[src/rtl/if_fetch_unit_if.sv]
// Fetch-stage bundle: instruction-memory req/gnt/rvalid bus, HDU/redirect controls,
// and the IF/ID-facing instruction outputs.
interface if_fetch_unit_if #(
   parameter int XLEN = 32
);
   logic            pc_write;
   logic            redirect;
   logic [XLEN-1:0] redirect_pc;
   logic            imem_req;
   logic [XLEN-1:0] imem_addr;
   logic            imem_gnt;
   logic            imem_rvalid;
   logic [31:0]     imem_rdata;
   logic            if_valid;
   logic [31:0]     if_instr;
   logic [XLEN-1:0] if_pc4;

   modport master (
      input  pc_write, redirect, redirect_pc,
      input  imem_gnt, imem_rvalid, imem_rdata,
      output imem_req, imem_addr,
      output if_valid, if_instr, if_pc4
   );

   modport slave (
      output pc_write, redirect, redirect_pc,
      output imem_gnt, imem_rvalid, imem_rdata,
      input  imem_req, imem_addr,
      input  if_valid, if_instr, if_pc4
   );
endinterface

[src/rtl/if_fetch_unit.sv]
// Instruction-fetch stage: owns the PC, keeps one memory request in flight at a time,
// buffers the returned word for IF/ID and handles branch/jump redirects.
module if_fetch_unit #(
   parameter int              XLEN     = 32,
   parameter logic [XLEN-1:0] RESET_PC = '0
) (
   input logic              clk,
   input logic              rst,
   if_fetch_unit_if.master  bus
);

   typedef enum logic [1:0] {
      IDLE = 2'd0,
      REQ  = 2'd1,
      WAIT = 2'd2,
      HOLD = 2'd3
   } state_t;

   state_t          state_q;
   logic [XLEN-1:0] pc_q;
   logic [XLEN-1:0] pc4_q;
   logic            drop_q;
   logic            req_q;
   logic            valid_q;
   logic [31:0]     instr_q;

   logic [XLEN-1:0] target_d;
   logic [XLEN-1:0] pc_inc_d;

   assign target_d = bus.redirect_pc & ~(XLEN'(3));
   assign pc_inc_d = pc_q + XLEN'(4);

   always_ff @(posedge clk or posedge rst) begin
      if (rst) begin
         state_q <= IDLE;
         pc_q    <= RESET_PC;
         pc4_q   <= '0;
         drop_q  <= 1'b0;
         req_q   <= 1'b0;
         valid_q <= 1'b0;
         instr_q <= 32'h0000_0000;
      end else begin
         case (state_q)
            IDLE: begin
               if (bus.redirect) pc_q <= target_d;
               state_q <= REQ;
               req_q   <= 1'b1;
            end
            REQ: begin
               if (bus.redirect) pc_q <= target_d;
               if (bus.imem_gnt) begin
                  // A redirect in the grant cycle makes the word now in flight stale.
                  req_q   <= 1'b0;
                  drop_q  <= bus.redirect;
                  state_q <= WAIT;
               end
            end
            WAIT: begin
               if (bus.redirect) begin
                  pc_q <= target_d;
                  if (bus.imem_rvalid) begin
                     drop_q  <= 1'b0;
                     req_q   <= 1'b1;
                     state_q <= REQ;
                  end else begin
                     drop_q <= 1'b1;
                  end
               end else if (bus.imem_rvalid) begin
                  if (drop_q) begin
                     drop_q  <= 1'b0;
                     req_q   <= 1'b1;
                     state_q <= REQ;
                  end else begin
                     instr_q <= bus.imem_rdata;
                     pc4_q   <= pc_inc_d;
                     valid_q <= 1'b1;
                     state_q <= HOLD;
                  end
               end
            end
            HOLD: begin
               if (bus.redirect || bus.pc_write) begin
                  pc_q    <= bus.redirect ? target_d : pc_inc_d;
                  valid_q <= 1'b0;
                  instr_q <= 32'h0000_0000;
                  pc4_q   <= '0;
                  req_q   <= 1'b1;
                  state_q <= REQ;
               end
            end
            default: begin
               state_q <= IDLE;
               req_q   <= 1'b0;
            end
         endcase
      end
   end

   assign bus.imem_req  = req_q;
   assign bus.imem_addr = pc_q;
   assign bus.if_valid  = valid_q;
   assign bus.if_instr  = instr_q;
   assign bus.if_pc4    = pc4_q;

endmodule

[src/flat_wrapper.sv]
// flat-port wrapper written by rule: the top's interface ports become plain ports
module if_fetch_unit_flat 
#(
   parameter int              XLEN     = 32,
   parameter logic [XLEN-1:0] RESET_PC = '0
)
  (clk, rst, bus_pc_write, bus_redirect, bus_redirect_pc, bus_imem_gnt, bus_imem_rvalid, bus_imem_rdata, bus_imem_req, bus_imem_addr, bus_if_valid, bus_if_instr, bus_if_pc4);
  if_fetch_unit_if #(.XLEN(XLEN)) bus_i ();
  input logic clk;
  input logic rst;
  input wire logic [$bits(bus_i.pc_write)-1:0] bus_pc_write;
  input wire logic [$bits(bus_i.redirect)-1:0] bus_redirect;
  input wire logic [$bits(bus_i.redirect_pc)-1:0] bus_redirect_pc;
  input wire logic [$bits(bus_i.imem_gnt)-1:0] bus_imem_gnt;
  input wire logic [$bits(bus_i.imem_rvalid)-1:0] bus_imem_rvalid;
  input wire logic [$bits(bus_i.imem_rdata)-1:0] bus_imem_rdata;
  output wire logic [$bits(bus_i.imem_req)-1:0] bus_imem_req;
  output wire logic [$bits(bus_i.imem_addr)-1:0] bus_imem_addr;
  output wire logic [$bits(bus_i.if_valid)-1:0] bus_if_valid;
  output wire logic [$bits(bus_i.if_instr)-1:0] bus_if_instr;
  output wire logic [$bits(bus_i.if_pc4)-1:0] bus_if_pc4;
  assign bus_i.pc_write = bus_pc_write;
  assign bus_i.redirect = bus_redirect;
  assign bus_i.redirect_pc = bus_redirect_pc;
  assign bus_i.imem_gnt = bus_imem_gnt;
  assign bus_i.imem_rvalid = bus_imem_rvalid;
  assign bus_i.imem_rdata = bus_imem_rdata;
  assign bus_imem_req = bus_i.imem_req;
  assign bus_imem_addr = bus_i.imem_addr;
  assign bus_if_valid = bus_i.if_valid;
  assign bus_if_instr = bus_i.if_instr;
  assign bus_if_pc4 = bus_i.if_pc4;
  if_fetch_unit #(.XLEN(XLEN), .RESET_PC(RESET_PC)) u_core (.clk(clk), .rst(rst), .bus(bus_i));
endmodule
[config.mk]
export PLATFORM = sky130hd
export DESIGN_NAME = if_fetch_unit_flat
export DESIGN_NICKNAME = d
export VERILOG_FILES = /design/src/rtl/if_fetch_unit_if.sv /design/src/rtl/if_fetch_unit.sv /design/src/flat_wrapper.sv
export SDC_FILE = /design/constraint.sdc
export NUM_CORES = 1
export LEC_CHECK = 0
export CAP_MARGIN = 10
export CORE_UTILIZATION = 40
export DETAILED_ROUTE_END_ITERATION = 8
export PLACE_DENSITY = 0.72
export SLEW_MARGIN = 20
export SYNTH_ARGS = -nofsm -noshare
export SYNTH_HDL_FRONTEND = slang
export SYNTH_SLANG_ARGS = --single-unit
[constraint.sdc]
create_clock -name clk -period 4.67 [get_ports clk]
set_input_delay 0.934 -clock clk [delete_from_list [all_inputs] [get_ports clk]]
set_output_delay 0.934 -clock clk [all_outputs]
set_load 0.02 [all_outputs]
## Yosys cells after proc, flatten, opt, wreduce, memory -nomap -nowiden

Cells that the tools add are included.

- $add $sub $neg: 1
- Multiply operators: 0
- Div/mod/pow operators: 0
- Magnitude comparators: 0
- Equal/unequal tests: 11
- Shift-type cells: 0
- Mux-type cells: 37
- Bitwise gates (word level): 0
- Reductions and logical operators: 10

Operators by type and width:

| operator | number |
|---|---|
| 2-to-1 mux 32 bit | 10 |
| one-hot mux 32 bit (2 select lines) | 3 |
| adder 32 x 3 -> 32 bit, second input constant | 1 |
| 2-to-1 mux 1 bit | 14 |
| 2-to-1 mux 2 bit | 6 |
| != test 2 bit, second input constant | 4 |
| one-hot mux 2 bit (4 select lines) | 1 |
| AND reduction 3 bit | 2 |
| AND reduction 5 bit | 1 |
| == test 2 bit, second input constant | 2 |
| != test 2 x 1 -> 1 bit, second input constant | 2 |
| one-hot mux 1 bit (2 select lines) | 2 |
| one-hot mux 1 bit (4 select lines) | 1 |
| AND reduction 4 bit | 1 |
| nonzero test 2 bit | 2 |
| != test 3 x 2 -> 1 bit, second input constant | 1 |
| != test 3 bit, second input constant | 1 |
| OR reduction 3 bit | 1 |
| == test 2 x 1 -> 1 bit, second input constant | 1 |
| zero test 2 bit | 1 |
| AND reduction 2 bit | 1 |
| logical OR 1 bit | 1 |

- Flip-flop bits (word level): 101
- Bits in latches: 0
- RAM bits: 0
- ROM bits: 0
- Bits of input ports: 70
- Output and inout port bits: 98
- Memories kept: 0

## Logic depth before layout (Yosys ltp)

Gate-level depths: netlist of the first run.

- Depth in word-level cells: 5
- Depth in mapped cells: 9

## Least setup slack after synthesis of the first run

Ideal clock, no wire load.

- Path type: input -> register
- From: input bus_redirect
- To: register u_core.pc4_q[11], in the netlist u_core.bus.if_pc4[11]
- Library setup time: 0.121 ns
- Arrival time: 1.926 ns
- Required time: 4.549 ns
- Path slack: 2.623 ns
- Stages on the path: 6
- Cells stage by stage: nand2b_1 -> o22ai_1 -> or2_1 -> buf_4 -> buf_2 -> a22o_1

- Word-level cells in the longest chain between the ends: 3
- Elaborated cells on any way between the ends: 4
- Classes of those cells: eq/ne (2); reduce/logical (2)

RTL lines:

| element | line | source |
|---|---|---|
| start: declaration | flat_wrapper.sv:12 | `input wire logic [$bits(bus_i.redirect)-1:0] bus_redirect;` |
| logical OR 1 bit | if_fetch_unit.sv:82 | `if (bus.redirect \|\| bus.pc_write) begin` |
| != test 2 x 1 -> 1 bit (no source line) | n/a |  |
| AND reduction 5 bit (no source line) (*) | n/a |  |
| end signal: assignment | if_fetch_unit.sv:75 | `pc4_q <= pc_inc_d;` |
| end: declaration | if_fetch_unit.sv:21 | `logic [XLEN-1:0] pc4_q;` |

Every way passes the cells marked *; elsewhere a longest branch is shown, timed or not.
A chain may end at the register's enable or synchronous reset.

## Final worst setup path of the first run

- From: input bus_redirect
- To: register u_core.instr_q[13], in the netlist u_core.bus.if_instr[13]

- Word-level cells in the longest chain between the ends: 3
- Elaborated cells on any way between the ends: 4
- Classes of those cells: eq/ne (2); reduce/logical (2)

RTL lines:

| element | line | source |
|---|---|---|
| logical OR 1 bit | if_fetch_unit.sv:82 |  |
| != test 2 x 1 -> 1 bit (no source line) | n/a |  |
| AND reduction 5 bit (no source line) (*) | n/a |  |
| end signal: assignment | if_fetch_unit.sv:74 | `instr_q <= bus.imem_rdata;` |
| end: declaration | if_fetch_unit.sv:25 | `logic [31:0] instr_q;` |

Marks and branches as above.

==> impl_metrics.yaml, run 1 <==
run_status:
  outcome: "complete, no violations"
power_and_ir_drop:
  cellLeakagePower_uw: 0.002819
  overall_power_of_the_completed_layout_uw: 4434
  p_per_area_nw_per_um2: 648.4
  largest_vdd_supply_drop_uv: 251.9
cts:
  clock_tree.buffer_depth: 2
  root_buffer: "sky130_fd_sc_hd__clkbuf_16"
  cts_sinks: 97
  cts_hold_repair.buffers: 0
  tritoncts_clock_tree: "done"
  cts_made_buffers: 9
  skew_pair_late_insertion_delay_ns: 0.34
  post_cts_buffers: 0
  post_cts_resize_count: 0
  clk_pin_slew_ns: 0.07
  htree_num_levels: 3
finish:
  antennaDiodeCount: 0
  nFillCells: 1066
  fin_nets: 731
  multi_input_comb_area_um2: 2257
  flow.area_growth_from_synthesis_pct: 39.48
  final_cells: 808
  drive_above_1_share_pct: 4.841
  area.sequential_um2: 2427
  final_common_cell: "sky130_fd_sc_hd__clkdlybuf4s50_1"
  final_area_um2: 6838
  final_cell_mix: "161 x sky130_fd_sc_hd__clkdlybuf4s50_1, 97 x sky130_fd_sc_hd__dfrtp_1, 75 x sky130_fd_sc_hd__nand2_1, 43 x sky130_fd_sc_hd__o21ai_0, 35 x sky130_fd_sc_hd__nand2b_1"
critical_path:
  timing.critical_path.required_ns: 4.85
  timing.critical_path.cells: "clkdlybuf4s50_1 -> nand2b_1 -> o22ai_1 -> or2_4 -> buf_4 -> o21ai_0"
  crit_path_max_incr_delay_ns: 0.60
  critical-path-slowest-cell: "sky130_fd_sc_hd__buf_4"
  path_class: "input pin to register"
  critical_path.startpoint_type: "input pin"
  family_of_cells_with_the_greatest_summed_delay_on_the_critical_path: "buffers and inverters"
  cp_max_fo: 74
  cp.buffers_inverters: 2
  worstSetupEndpointType: "register"
  crit_arrival_ns: 3.43
synthesis:
  synthesis.instances: 515
  postSynth.topFlopCell: "sky130_fd_sc_hd__dfrtp_1"
  yosys_register_bits: 97
  avg_inst_size_synth_um2: 9.519
  synth.yosys.seq_area_share_pct: 49.52
  postSynth.asyncResetShare_pct: 100.0
  synthDistinctLibCells: 42
  synth.cell_area_um2: 4902
  number_of_synthesized_flops_with_an_enable_pin: 0
  yosys_warnings: 0
die:
  start_util_pct: 40.98
  fp.coreArea_um2: 11960
  chipWidth_um: 112.7
  chipHeight_um: 112.7
  num_rows: 40
  pin_count: 168
  overall_die_area_um2: 12700
placement:
  hpwl_reported_at_the_end_of_detailed_placement_mm: 8.919
  detailed_place.area_um2: 6565
  finalWeightedCongestion: 0.8419
  numPortBuffers: 161
  cell_count_post_placement: 792
sta:
  timing_max_transition_violations_final: 0
  timing.setup.tns_ns: 0
  setup_violations: 0
  slew-limit-headroom_pct: 25.41
  final_clock_period_utilization_by_the_worst_path_pct: 69.52
  fin_crit_ns: 3.247
  rsz_0062_raised_after_global_routing: "false"
  worst_hold_check_slack_ns: 0.4838
  report.final.hold_viol_count: 0
  timing.fmax_mhz: 308.0
  finalClockSkew_ns: 0.01043
  tightestPinTransition_ns: 1.115
global_route:
  global_route_wire_length_before_repair_mm: 21.65
  grt_max_degree: 77
  grt_antenna_before_repair: 0
  grt_overflow_total: 0
  grt.total_usage_pct: 21.60
  globalRouteMet1Util_pct: 29.55
  grt_use_met3_pct: 3.053
  groute.layer.met2.usage_pct: 35.93
  grt.busiest_layer: "met2"
  grt_pass1_vias: 4147
drt:
  first_iter_violations: 254
  average_via_count_per_standard_cell: 5.365
  drcViolationCount: 0
  finalWirelength_mm: 13.35
  drt-wirelength-per-cell_um: 16.52
  drt_pass1_iterations: 4
  dr_total_vias: 4335
  drt.antenna.violating_nets: 0
job:
  drv.max_cap_violation_count: 0
worst_hold_path:
  holdCritPathClass: "register to register"
-- sequential cells by signal, indices dropped and copies added, names as in the netlist --
signal	flops
u_core.drop_q	1
u_core.bus.if_valid	1
u_core.bus.imem_req	1
u_core.bus.imem_addr	30
u_core.bus.if_pc4	30
u_core.bus.if_instr	32
u_core.state_q	2
-- Yosys cell counts (2+ instances only) --
library cell                count  area share [%]
sky130_fd_sc_hd__o31ai_1        6            0.92
sky130_fd_sc_hd__o22ai_1       21             2.7
sky130_fd_sc_hd__a31oi_1        5            0.64
sky130_fd_sc_hd__xnor2_1       25             4.5
sky130_fd_sc_hd__dfrtp_1       97              50
sky130_fd_sc_hd__ha_1           5             1.3
sky130_fd_sc_hd__inv_1          8            0.61
sky130_fd_sc_hd__a21oi_1       33             3.4
sky130_fd_sc_hd__a22o_1        24             4.3
sky130_fd_sc_hd__nand2b_1      35             4.5
sky130_fd_sc_hd__nand2_1       75             5.7
sky130_fd_sc_hd__nor2_1        15             1.1
sky130_fd_sc_hd__nor4_1         2            0.26
sky130_fd_sc_hd__buf_2         13             1.3
sky130_fd_sc_hd__nand3_1       14             1.4
sky130_fd_sc_hd__a2bb2oi_1     17             3.0
sky130_fd_sc_hd__nand4_1       11             1.4
sky130_fd_sc_hd__nor3_1         5            0.51
sky130_fd_sc_hd__or2_2          2            0.26
sky130_fd_sc_hd__and3_1         4            0.51
sky130_fd_sc_hd__clkbuf_1      18             1.4
sky130_fd_sc_hd__o22a_1         5            0.89
sky130_fd_sc_hd__buf_4          7             1.1
sky130_fd_sc_hd__a22oi_1        2            0.31
sky130_fd_sc_hd__a21o_1         3            0.46
sky130_fd_sc_hd__xor2_1         3            0.54
sky130_fd_sc_hd__buf_6          2            0.46
sky130_fd_sc_hd__o21ai_0       43             4.4
sky130_fd_sc_hd__nand4_2        2            0.51
-- path summary, 6_finish.rpt --
check / start / end / slack (ns) / cells after the start
worst max register to register: u_core.state_q[0]$_DFFE_PP0P_ / u_core.bus.if_instr[13]$_DFFE_PP0P_ / 1.73 / 7
max in group asynchronous: rst / u_core.bus.imem_addr[5]$_DFFE_PP0P_ / 2.80 / 3
worst max-delay path: bus_redirect / u_core.bus.if_instr[13]$_DFFE_PP0P_ / 1.42 / 6
worst min register to register: u_core.bus.if_pc4[3]$_DFFE_PP0P_ / u_core.bus.if_pc4[3]$_DFFE_PP0P_ / 0.48 / 2
min in group asynchronous: rst / u_core.bus.if_instr[10]$_DFFE_PP0P_ / 1.10 / 2
worst min-delay path: u_core.bus.if_pc4[3]$_DFFE_PP0P_ / u_core.bus.if_pc4[3]$_DFFE_PP0P_ / 0.48 / 2
-- metrics by stage --
stage	util (%)	worst slack (ns)
CTS	57.17	1.431
finish	57.17	1.423
global placement	54.88	1.167
floorplan	-	1.202
detailed placement	54.88	1.080
global route	57.17	1.174
-- routing by layer --
| layer | wire length [um] | part of all wire [%] |
|---|---|---|
| met1 | 6259 | 47 |
| met2 | 6190 | 46 |
| met3 | 741 | 5.6 |
| met4 | 157 | 1.2 |
| met5 | 0 | 0 |
-- power by group --
group	total [uW]	internal, uW	switching [uW]	leakage (uW)
combinational	2230	1070	1160	0.00151
clock	687	363	323	0.000133
sequential	1520	1200	317	0.00117
total	4430	2630	1800	0.00282
-- cells by family after synthesis --
logic type                 count (synthesis)  share of synthesized area, %
other                                      1                       0.07650
muxes                                      1                        0.2042
xor gates and xnor gates                  28                         5.003
DFF                                       97                         49.52
adders and majority gates                  5                         1.276
AOI/OAI and AO/OA                        162                         21.49
buffers and inverters                     49                         4.951
and+or+nand+nor                          172                         17.48
-- worst min-delay path, cell delays in order, from the launching register on --
cell and delay (ns):
sky130_fd_sc_hd__dfrtp_1 0.34, sky130_fd_sc_hd__nand2_1 0.05, sky130_fd_sc_hd__o21ai_0 0.06
-- cell type report --
class                           instances  area share (%)
Multi-Input combinational cell        372           33.01
Timing Repair Buffer                  168           24.34
Clock inverter                          6          0.6404
Sequential cell                        97           35.50
Inverter                                8          0.4758
Tap cell                              147           2.690
Clock buffer                           10           3.349
(Power assumes the default switching activity.)
==> run 2: changes to the inputs <==
clock period = 3 ns   (was 4.67 ns; I/O delays follow)
==> impl_metrics.yaml, run 2 (same netlist as run 1, synthesis figures left out) <==
finish:
  fin_nets: 735
  final_area_um2: 6994
  final_common_cell: "sky130_fd_sc_hd__clkdlybuf4s50_1"
  final_core_utilization_pct: 58.47
  flow.area_growth_from_synthesis_pct: 42.67
  max_reg_flops: 32
  antennaDiodeCount: 0
  drive_above_1_share_pct: 5.263
  final_cell_mix: "161 x sky130_fd_sc_hd__clkdlybuf4s50_1, 97 x sky130_fd_sc_hd__dfrtp_1, 75 x sky130_fd_sc_hd__nand2_1, 43 x sky130_fd_sc_hd__o21ai_0, 35 x sky130_fd_sc_hd__nand2b_1"
cts:
  clock_tree.buffer_depth: 2
  cts_hold_repair.buffers: 0
  post_cts_resize_count: 0
  clk_pin_slew_ns: 0.07
  cts_made_buffers: 9
  tritoncts_clock_tree: "done"
  root_buffer: "sky130_fd_sc_hd__clkbuf_16"
  skew_pair_late_insertion_delay_ns: 0.34
  cts_sinks: 97
  htree_num_levels: 3
  post_cts_buffers: 0
sta:
  worst_hold_check_slack_ns: 0.4754
  slew-limit-headroom_pct: 56.27
  fin_crit_ns: 2.260
  setup_violations: 0
  timing_max_transition_violations_final: 0
  rsz_0062_raised_after_global_routing: "false"
  tightestPinTransition_ns: 0.6546
  report.final.hold_viol_count: 0
  finalClockSkew_ns: 0.008398
  final_clock_period_utilization_by_the_worst_path_pct: 75.32
  timing.fmax_mhz: 442.6
  timing.setup.tns_ns: 0
global_route:
  grt_overflow_total: 0
  grt_antenna_before_repair: 0
  global_route_wire_length_before_repair_mm: 21.68
  grt.total_usage_pct: 21.61
  grt_max_degree: 84
  grt_pass1_vias: 4219
die:
  chipWidth_um: 112.7
  fp.coreArea_um2: 11960
  start_util_pct: 40.98
  pin_count: 168
  overall_die_area_um2: 12700
  num_rows: 40
  chipHeight_um: 112.7
critical_path:
  worstSetupEndpointType: "register"
  crit_arrival_ns: 2.54
  critical_path.startpoint_type: "input pin"
  timing.critical_path.to: "u_core.bus.if_pc4[19]$_DFFE_PP0P_"
  path_class: "input pin to register"
  crit_path_start: "bus_redirect"
  timing.critical_path.required_ns: 3.28
  r2r-end: "u_core.bus.if_pc4[19]$_DFFE_PP0P_"
  worst_r2r_startpoint: "u_core.state_q[0]$_DFFE_PP0P_"
  rr_worst_depth: 7
  cp_max_fo: 20
  setup.reg_to_reg.worst_slack_ns: 0.95
placement:
  hpwl_reported_at_the_end_of_detailed_placement_mm: 9.258
  numPortBuffers: 161
  detailed_place.area_um2: 6671
  finalWeightedCongestion: 0.8273
power_and_ir_drop:
  cellLeakagePower_uw: 0.002881
  p_per_area_nw_per_um2: 1023
  overall_power_of_the_completed_layout_uw: 7153
  largest_vdd_supply_drop_uv: 464.9
drt:
  drcViolationCount: 0
  drt-wirelength-per-cell_um: 16.25
  finalWirelength_mm: 13.19
  dr_total_vias: 4372
  average_via_count_per_standard_cell: 5.384
  first_iter_violations: 375
  drt_pass1_iterations: 7
  drt.antenna.violating_nets: 0
job:
  drv.max_cap_violation_count: 0
run_status:
  outcome: "complete, no violations"
worst_hold_path:
  holdCritPathClass: "register to register"
  number_of_cells_on_the_worst_hold_path: 2
[run 2: worst min path at each step]
stage / from / end
4_1_cts: u_core.bus.if_pc4[6]$_DFFE_PP0P_ / u_core.bus.if_pc4[6]$_DFFE_PP0P_
6_report: u_core.bus.if_pc4[6]$_DFFE_PP0P_ / u_core.bus.if_pc4[6]$_DFFE_PP0P_
2_1_floorplan: u_core.state_q[0]$_DFFE_PP0P_ / u_core.state_q[0]$_DFFE_PP0P_
3_3_place_gp: u_core.bus.if_pc4[5]$_DFFE_PP0P_ / u_core.bus.if_pc4[5]$_DFFE_PP0P_
5_1_grt: u_core.bus.if_valid$_DFFE_PP0P_ / u_core.bus.if_valid$_DFFE_PP0P_
3_5_place_dp: u_core.bus.if_pc4[16]$_DFFE_PP0P_ / u_core.bus.if_pc4[16]$_DFFE_PP0P_
[run 2: routing by layer]
metal / vias to the layer above / GRT usage [%] / share of wire [%]
met1: 2062 / 28.51 / 44
met2: 181 / 35.51 / 47
li1: 2110 / - / -
met5: - / 0 / 0
met4: 0 / 8.444 / 2.0
met3: 19 / 3.856 / 6.7
[run 2: final cells by class]
cell class,instances,area (um^2)
Timing Repair Buffer,172,1769
Clock buffer,12,246.5
Sequential cell,97,2427
Tap cell,147,183.9
Fill cell,1032,4967
Inverter,8,33.78
Multi-Input combinational cell,372,2257
Clock inverter,4,76.32
[run 2: stage by stage]
step / setup slack (ns) / std cells
finish: 0.7404 / 812
global route: 0.6577 / 812
CTS: 0.7482 / 812
detailed placement: 0.4006 / 796
global placement: 0.4486 / 796
floorplan: 1.115 / 518
[run 2: where the power goes]
group | internal [uW] | switching (uW)
combinational | 1730 | 1820
clock | 756 | 491
sequential | 1870 | 489
total | 4350 | 2800
[run 2: worst max-delay path: stages]
cell and delay [ns]:
sky130_fd_sc_hd__clkdlybuf4s50_1 0.66, sky130_fd_sc_hd__nand2b_1 0.17, sky130_fd_sc_hd__o22ai_1 0.07, sky130_fd_sc_hd__or2_4 0.36, sky130_fd_sc_hd__nor2_4 0.31, sky130_fd_sc_hd__buf_12 0.19, sky130_fd_sc_hd__a22o_1 0.14
==> run 3: changes to the inputs <==
clock period = 2.4 ns   (was 3 ns; I/O delays follow)
==> impl_metrics.yaml, run 3 (same netlist as run 1, synthesis figures left out) <==
run_status:
  outcome: "complete, no violations"
finish:
  final_cell_mix: "161 x sky130_fd_sc_hd__clkdlybuf4s50_1, 97 x sky130_fd_sc_hd__dfrtp_1, 75 x sky130_fd_sc_hd__nand2_1, 43 x sky130_fd_sc_hd__o21ai_0, 35 x sky130_fd_sc_hd__nand2b_1"
  flow.area_growth_from_synthesis_pct: 43.82
  final_cells: 825
  nFillCells: 1035
  antennaDiodeCount: 0
  max_reg_flops: 32
  final_common_cell: "sky130_fd_sc_hd__clkdlybuf4s50_1"
  final_area_um2: 7051
  drive_above_1_share_pct: 7.375
  fin_nets: 748
cts:
  cts_sinks: 97
  clk_pin_slew_ns: 0.07
  clock_tree.buffer_depth: 2
  root_buffer: "sky130_fd_sc_hd__clkbuf_16"
  post_cts_buffers: 0
  tritoncts_clock_tree: "done"
  post_cts_resize_count: 0
  skew_pair_late_insertion_delay_ns: 0.34
  cts_hold_repair.buffers: 0
  htree_num_levels: 3
  cts_made_buffers: 9
global_route:
  grt_antenna_before_repair: 0
  grt.total_usage_pct: 21.86
  grt_pass1_vias: 4271
  grt_overflow_total: 0
  global_route_wire_length_before_repair_mm: 21.82
  grt_max_degree: 65
die:
  num_rows: 40
  pin_count: 168
  chipHeight_um: 112.7
  overall_die_area_um2: 12700
  start_util_pct: 40.98
  fp.coreArea_um2: 11960
  chipWidth_um: 112.7
critical_path:
  timing.critical_path.required_ns: 2.63
  critical-path-slowest-cell: "sky130_fd_sc_hd__dfrtp_1"
  crit_path_max_incr_delay_ns: 0.47
  critical_path.startpoint_type: "register"
  setup.reg_to_reg.worst_slack_ns: 0.36
  worstSetupEndpointType: "register"
  family_of_cells_with_the_greatest_summed_delay_on_the_critical_path: "simple AND/OR/NAND/NOR gates"
  timing.critical_path.cells: "ha_1 -> nand3_1 -> nor2_1 -> buf_4 -> nand4_1 -> xnor2_1 -> a22o_1"
  cp_max_fo: 7
  crit_arrival_ns: 2.27
  cp.buffers_inverters: 1
  path_class: "register to register"
sta:
  fin_crit_ns: 2.043
  rsz_0062_raised_after_global_routing: "false"
  slew-limit-headroom_pct: 52.01
  tightestPinTransition_ns: 0.7184
  timing_max_transition_violations_final: 0
  timing.setup.tns_ns: 0
  setup_violations: 0
  final_clock_period_utilization_by_the_worst_path_pct: 85.13
  report.final.hold_viol_count: 0
  finalClockSkew_ns: 0.007002
  timing.fmax_mhz: 489.4
drt:
  average_via_count_per_standard_cell: 5.422
  finalWirelength_mm: 13.62
  drt.antenna.violating_nets: 0
  top_layer_used: "met4"
  drt-wirelength-per-cell_um: 16.51
  first_iter_violations: 284
  dr_total_vias: 4473
  detailroute.wirelength.met3_um: 874
  wl_met1_mm: 6.068
  wl_met2_mm: 6.395
  drcViolationCount: 0
  drt_pass1_iterations: 7
worst_hold_path:
  holdCritPathClass: "register to register"
power_and_ir_drop:
  p_per_area_nw_per_um2: 1253
  cellLeakagePower_uw: 0.002927
  largest_vdd_supply_drop_uv: 522.4
placement:
  hpwl_reported_at_the_end_of_detailed_placement_mm: 9.825
  cell_count_post_placement: 809
  numPortBuffers: 161
  finalWeightedCongestion: 0.8517
  detailed_place.area_um2: 6769
job:
  drv.max_cap_violation_count: 0
## run 3: changes by cell type in the layout (fill, tap and decap cells not counted), sizes merged
cell / previous run / this run
buf: 11 / 24
bufinv: 2 / 0
clkbuf: 12 / 10
clkinv: 1 / 3
clkinvlp: 2 / 3
inv: 7 / 8
## run 3: area by class of cell
class	instances	area, um^2	area share, %
flip-flops and latches	97	2427	34.43
multi-input cells	372	2257	32.01
repair buffers	185	1867	26.48
clock buffers	10	239.0	3.390
well taps	147	183.9	2.609
clock inverters	6	42.54	0.6034
inverters	8	33.78	0.4791
## run 3: metal layers
| layer | up-vias | track usage (%) |
|---|---|---|
| li1 | 2140 | - |
| met1 | 2128 | 29.02 |
| met2 | 186 | 35.97 |
| met3 | 19 | 4.124 |
| met4 | 0 | 7.556 |
| met5 | - | 0 |
## run 3: power breakdown
group	internal [uW]	leakage, uW	switching [uW]
Sequential	2340	0.00117	610
Combinational	2210	0.00162	2310
Clock	733	0.000135	629
Total	5280	0.00293	3550
## run 3: worst min-delay path, stage by stage, from the launching register on
cell and delay (ns):
sky130_fd_sc_hd__dfrtp_1 0.34, sky130_fd_sc_hd__nand2_1 0.05, sky130_fd_sc_hd__o31ai_1 0.05
## run 3: stage by stage
stage / util [%] / hold WS (ns) / power, uW / setup slack, ns
CTS: 58.94 / 0.4827 / 8894 / 0.3602
detailed placement: 56.59 / 0.4675 / 7518 / 0.2057
finish: 58.94 / 0.4783 / 8832 / 0.3568
global route: 58.94 / 0.5114 / 9402 / 0.2033
global placement: 56.59 / 0.4629 / 7372 / 0.2582
floorplan: - / 0.5208 / 5454 / 0.5153
## run 3: path summary, 6_finish.rpt
path | from | end | cells past startpoint
worst max-delay path | u_core.bus.imem_addr[2]$_DFFE_PP0P_ | u_core.bus.if_pc4[24]$_DFFE_PP0P_ | 7
worst min-delay path | u_core.bus.if_pc4[6]$_DFFE_PP0P_ | u_core.bus.if_pc4[6]$_DFFE_PP0P_ | 2
worst max register to register | u_core.bus.imem_addr[2]$_DFFE_PP0P_ | u_core.bus.if_pc4[24]$_DFFE_PP0P_ | 7
worst min register to register | u_core.bus.if_pc4[6]$_DFFE_PP0P_ | u_core.bus.if_pc4[6]$_DFFE_PP0P_ | 2
max in group asynchronous | rst | u_core.bus.if_instr[6]$_DFFE_PP0P_ | 3
min in group asynchronous | rst | u_core.bus.imem_addr[3]$_DFFE_PP0P_ | 2
==> RTL edit 1: new RTL, config.mk and constraints of run 3 <==
`XLEN` is set to 32 in 3 places; all go to 64.
--- a/src/rtl/if_fetch_unit_if.sv
+++ b/src/rtl/if_fetch_unit_if.sv
@@ -3,3 +3,3 @@
 interface if_fetch_unit_if #(
-   parameter int XLEN = 32
+   parameter int XLEN = 64
 );
--- a/src/rtl/if_fetch_unit.sv
+++ b/src/rtl/if_fetch_unit.sv
@@ -3,3 +3,3 @@
 module if_fetch_unit #(
-   parameter int              XLEN     = 32,
+   parameter int              XLEN     = 64,
    parameter logic [XLEN-1:0] RESET_PC = '0
--- a/src/flat_wrapper.sv
+++ b/src/flat_wrapper.sv
@@ -3,3 +3,3 @@
 #(
-   parameter int              XLEN     = 32,
+   parameter int              XLEN     = 64,
    parameter logic [XLEN-1:0] RESET_PC = '0
Interface: changed (resized bus_if_pc4, bus_imem_addr and bus_redirect_pc); port bits go from 168 to 264. No check against the original RTL was run, so the function may have changed too.
==> RTL edit 1 against run 3 <==
- critical path type unchanged
- total power grew 61%
- highest routed layer unchanged
- die area grew 90%
- synthesized area grew 92%
- sequential cell count grew 64
- final cell count grew 100%
- worst setup slack lost 250 ps
- count of clock-buffer cells in the layout grew 7
- cell area grew 92%
- non-clock buffer count grew 185
- fmax shrank 11%
- critical endpoint is now u_core.bus.imem_addr[47]
- global-route usage grew 4.3 points
- clock skew grew 7.5 ps
- routed wire length grew 130%
- combinational power grew 56%
==> RTL edit 1: results (changes against run 3) <==
Worst setup path
  • Slowest cell on the critical path: nor4_1
  • Largest stage delay, worst path: 530 ps (+60 ps)
  • Worst path arrival time: 2680 ps (+410 ps)
  • Reg2reg start: u_core.bus.imem_addr[4]
  • Reg-to-reg endpoint: u_core.bus.imem_addr[47]
  • R2R cell count: 6 (-1)
  • Reg-to-reg slack, setup: 100 ps (-250 ps)
  • CP max FO: 8 (+1)

Routing
  • Initial DRC count: 781 (+180%)
  • DRT Wirelength: 31.4 mm (+130%)
  • Pre-antenna DRT Iters: 5 (-2)
  • Via count: 9518 (+110%)
  • WL met1: 13.9 mm (+130%)
  • Metal2 WL: 14.6 mm (+130%)
  • Met3 wire length: 1.98 mm (+130%)

Clock network
  • Worst-Skew Late Latency: 440 ps (+100 ps)
  • TritonCTS Buffers: 17 (+8)
  • Clock buffer depth: 2 (unchanged)
  • H-Tree Depth: 4 (+1)

GRT
  • GR Util met1: 35.8% (+6.8 points)
  • Met3 Usage GRT: 3.62% (-0.50 points)
  • Largest net degree at the start of global routing: 96 (+48%)
  • First-pass GRT wire length: 49.4 mm (+130%)
  • Met2 usage: 41.7% (+5.8 points)
  • Tot GR Track Use: 26.1% (+4.3 points)
  • Vias in the first global route: 8967 (+110%)

Layout
  • Ant diodes: 0 (unchanged)
  • Share of cells above drive strength 1: 13.4% (+6.0 points)
  • Non-filler cells, final: 1690 (+100%)
  • Nets@finish: 1471 (+97%)

Timing
  • Relative slew slack: 64.2% (+12 points)
  • Hold Slack: 476 ps (-2.05 ps)
  • Skew final: 14.5 ps (+7.49 ps)

Pwr
  • Clock share of power: 19.4% (+4.0 points)
  • Max IR drop VDD: 0.482 mV (-7.7%)
  • Sw frac: 42.3% (+2.1 points)
  • P_leak: 0.00568 µW (+94%)
  • Sequential group power: 4410 µW (+49%)
  • Clk. pwr: 2760 µW (+100%)

Hold path
  • Hold_sp: u_core.bus.if_pc4[43]
  • Worst hold endpoint: u_core.bus.if_pc4[43]

Synthesis
  • Syn Area/Cell: 8.74 µm² (-8.1%)
  • Synth top area cells: dfrtp_1 (43%), nand2_1 (7.0%), o21ai_0 (4.6%)
  • Yosys cell types: 67 (+60%)
  • Sequential area share after synthesis: 42.9% (-6.7 points)
  • Top cell types by occurrence after synthesis: nand2_1 (175), dfrtp_1 (161), o21ai_0 (86)

Placement
  • PortBufs: 257 (+60%)
  • Place WS: -62.6 ps (-268 ps)
  • DP Area: 13000 µm² (+91%)
  • Final RePlAce weighted congestion: 0.923 (+8.3%)
  • HPWL after DPL: 22.9 mm (+130%)

Outcome
  • Status: finished, final reports clean
==> RTL edit 1: cell count changes after synthesis, sizes merged, moves of 11 or more <==
cell and delta:
and3 +11, xor2 +18, nand2 +100, nor2 +32, or4 +13, nand4 +35
dfrtp +64, clkbuf +56, nand3 +49, nor4 +27, nor3 +17, or3 +13
o21ai +49, a22o -17
==> RTL edit 1: timing repair <==
item,in CTS,in global routing
endpoints found under the setup margin,0,3
setup buffers,0,1
resized for setup,0,3
==> RTL edit 1: how the worst max path moves through the flow <==
stage	cells past startpoint	to	start	slack [ps]
CTS	6	u_core.bus.imem_addr[38]	u_core.bus.imem_addr[20]	90
global placement	5	u_core.bus.if_pc4[56]	bus_redirect	-7
detailed placement	6	u_core.bus.if_pc4[56]	bus_imem_rvalid	-60
global route	5	u_core.bus.imem_addr[46]	u_core.bus.imem_addr[23]	10
floorplan	1	u_core.bus.if_instr[0]	rst	-120
finish	6	u_core.bus.imem_addr[47]	u_core.bus.imem_addr[4]	100
==> RTL edit 1: cells by family after synthesis <==
| kind of cell | count (synthesis) | share of synthesized area (%) |
|---|---|---|
| adders and majority gates | 5 | 0.666 |
| and+or+nand+nor | 497 | 29.6 |
| muxes | 12 | 1.30 |
| DFF | 161 | 42.9 |
| AOI/OAI and AO/OA | 241 | 16.5 |
| xor gates and xnor gates | 43 | 4.01 |
| other | 1 | 0.0399 |
| buffers and inverters | 115 | 5.10 |
==> RTL edit 1: cell type report <==
class	count	area [µm²]
Clock buffer	17	425
Multi-Input combinational cell	802	4960
Sequential cell	161	4030
Fill cell	2023	9280
Inverter	12	48.8
Timing Repair Buffer	370	3530
Tap cell	313	392
Clock inverter	15	174
==> RTL edit 1: tightest hold or removal path, cell delays in order, from the launching register on <==
cell and delay, ps:
dfrtp_1 340, nand2_1 50, o31ai_1 50
==> RTL edit 2: new RTL, config.mk and constraints of run 3 <==
Made on the original files. Encoding of `state_t`: now one-hot (4 bits for 4 states).
--- a/src/rtl/if_fetch_unit.sv
+++ b/src/rtl/if_fetch_unit.sv
@@ -11,7 +11,7 @@
 
-   typedef enum logic [1:0] {
-      IDLE = 2'd0,
-      REQ  = 2'd1,
-      WAIT = 2'd2,
-      HOLD = 2'd3
+   typedef enum logic [3:0] {
+      IDLE = 4'b0001,
+      REQ  = 4'b0010,
+      WAIT = 4'b0100,
+      HOLD = 4'b1000
    } state_t;
Behaviour: no difference found for any inputs over 4 cycles, from zero or initial values and one cycle with rst high; so few cycles prove little.
==> RTL edit 2 against run 3 <==
- cell area barely moved
- worst setup slack got worse by 55 ps
- first-iteration DRC count fell by 23%
- final cell count fell by 5.5%
- core utilization fell by 0.45 points
- synthesized cell count fell by 11%
- total power fell by 3.6%
- sequential cell count rose by 3
- synthesized area rose by 1.1%
- via count fell by 4.9%
- die area rose by 1.1%
- routed wire length fell by 1.3%
- count of clock-buffer cells in the layout fell by 1
- critical path type unchanged
- critical endpoint is now u_core.bus.imem_addr[28]
- largest cell class unchanged
==> RTL edit 2: results (changes against run 3) <==
Outcome
  • Status: finished, final reports clean

Clock network
  • TritonCTS Buffers: 9 (unchanged)
  • H-Tree Depth: 3 (unchanged)
  • Clock buffer depth: 2 (unchanged)
  • Clk slew on worst S/H paths: 70 ps (about the same)
  • Root Buffer: clkbuf_16
  • Setup bufs post-CTS: 0 (unchanged)
  • PostCTS Resize Cnt: 0 (unchanged)

Layout
  • Max reg flops: 32 (unchanged)
  • Layout filler cell count: 1031 (-0.39%)
  • Share of cells above drive strength 1: 8.17% (+0.80 points)
  • Nets@finish: 678 (-9.4%)

Synthesis
  • Top cell types by occurrence after synthesis: dfrtp_1 (99), a22o_1 (61), nand2_1 (35)
  • Synth top area cells: dfrtp_1 (50%), a22o_1 (11%), xnor2_1 (4.4%)
  • Synth async-reset ratio: 100% (unchanged)
  • Yosys cell types: 56 (+33%)
  • Sequential area share after synthesis: 50.5% (+1.0 points)
  • Top_reg_cell synth: dfrtp_1

Placement
  • DP Area: 6770 µm² (about the same)
  • HPWL after DPL: 9.16 mm (-6.8%)
  • Final RePlAce weighted congestion: 0.813 (-4.6%)
  • PortBufs: 163 (+1.2%)

Timing
  • Skew final: 8.37 ps (+1.37 ps)

GRT
  • Vias in the first global route: 4026 (-5.7%)
  • Tot GR Track Use: 21.4% (-0.41 points)
  • Largest net degree at the start of global routing: 75 (+15%)
  • Initial antenna violation count: 0 (unchanged)
  • First-pass GRT wire length: 21.3 mm (-2.2%)

Hold path
  • Hold_sp: u_core.bus.if_valid
  • Worst hold path type: register to register

Worst setup path
  • Worst path arrival time: 2330 ps (+60 ps)
  • Largest stage delay, worst path: 440 ps (-30 ps)
  • CP max FO: 8 (+1)
  • Reg2reg start: u_core.bus.imem_addr[3]
  • Slowest cell on the critical path: dfrtp_1

Flow run
  • Max-cap violations: 0 (unchanged)

Routing
  • DRT Wirelength: 13.4 mm (-1.3%)
  • Pre-antenna DRT Iters: 4 (-3)
  • Final ANT Viol Nets: 0 (unchanged)
  • DR vias/cell: 5.46 (+0.61%)
  • DRC violations left: 0 (unchanged)
  • Initial DRC count: 218 (-23%)

Pwr
  • Cell-internal power: 5160 µW (-2.2%)
  • Max IR drop VDD: 0.568 mV (+8.7%)
  • P_leak: 0.00287 µW (-1.8%)
-- RTL edit 2: cell count changes after synthesis, sizes merged, moves of 6 or more --
cell	change
nand2	-40
buf	+9
clkbuf	-8
o2bb2a	+6
o21ai	-25
nand2b	-32
a22o	+37
and3	+6
a2bb2oi	-7
-- RTL edit 2: power by group through the flow --
stage	clock (µW)	combinational (µW)	sequential (µW)
finish	1410	4040	3070
global placement	0	3990	3070
detailed placement	0	4060	3100
global route	1530	4320	3180
CTS	1450	4080	3070
floorplan	0	1660	3640
-- RTL edit 2: cells by family (layout without fill, tap and decap cells) --
| group | after synthesis | in the layout | share of synthesized area [%] |
|---|---|---|---|
| adders and majority gates | 1 | 1 | 0.252 |
| xor gates and xnor gates | 30 | 30 | 5.30 |
| buffers and inverters | 47 | 201 | 5.38 |
| other | 1 | 2 | 0.0757 |
| AOI/OAI and AO/OA | 169 | 169 | 25.3 |
| and+or+nand+nor | 108 | 108 | 13.0 |
| muxes | 1 | 1 | 0.202 |
| DFF | 100 | 100 | 50.5 |
-- RTL edit 2: layout make-up --
| class | instances | area share [%] |
|---|---|---|
| Clock inverter | 7 | 0.851 |
| Timing Repair Buffer | 180 | 26.0 |
| Clock buffer | 9 | 3.19 |
| Multi-Input combinational cell | 311 | 31.2 |
| Sequential cell | 100 | 35.5 |
| Inverter | 5 | 0.319 |
| Tap cell | 168 | 2.98 |
-- RTL edit 2: worst paths after layout --
check | end | slack [ps] | depth (start not counted)
setup / recovery | u_core.bus.imem_addr[28] | 300 | 7
hold reg to reg | u_core.bus.if_valid | 480 | 1
min in group asynchronous | u_core.bus.if_instr[13] | 600 | 3
hold / removal | u_core.bus.if_valid | 480 | 1
max in group asynchronous | u_core.bus.imem_addr[7] | 1490 | 3
setup reg to reg | u_core.bus.imem_addr[28] | 300 | 7
-- RTL edit 2: worst max-delay path, delay by kind of cell, from the launching register on --
family,cells,cell delay (ps)
flops,1,440
buf+inv,1,210
simple gates,3,610
compound gates,2,390
fa+ha+maj,1,320
-- RTL edit 2: through the flow --
stage / cells / hold slack (ps) / total power, µW / utilization [%] / setup slack (ps)
after floorplan: 458 / 566 / 5300 / - / 331
after global placement: 764 / 462 / 7050 / 56.1 / 88.9
after detailed placement: 764 / 469 / 7160 / 56.1 / 65.3
after CTS: 780 / 486 / 8600 / 58.5 / 283
after global routing: 780 / 517 / 9020 / 58.5 / 114
final: 780 / 480 / 8520 / 58.5 / 302
-- RTL edit 2: metal layers --
metal  share of wire, %  vias to the layer above  GRT usage (%)
met5                  0                        -              0
met4                1.1                        0           7.54
met3                5.6                       11           3.96
met2                 47                      163           34.1
met1                 47                     2081           29.4
li1                   -                     2000              -
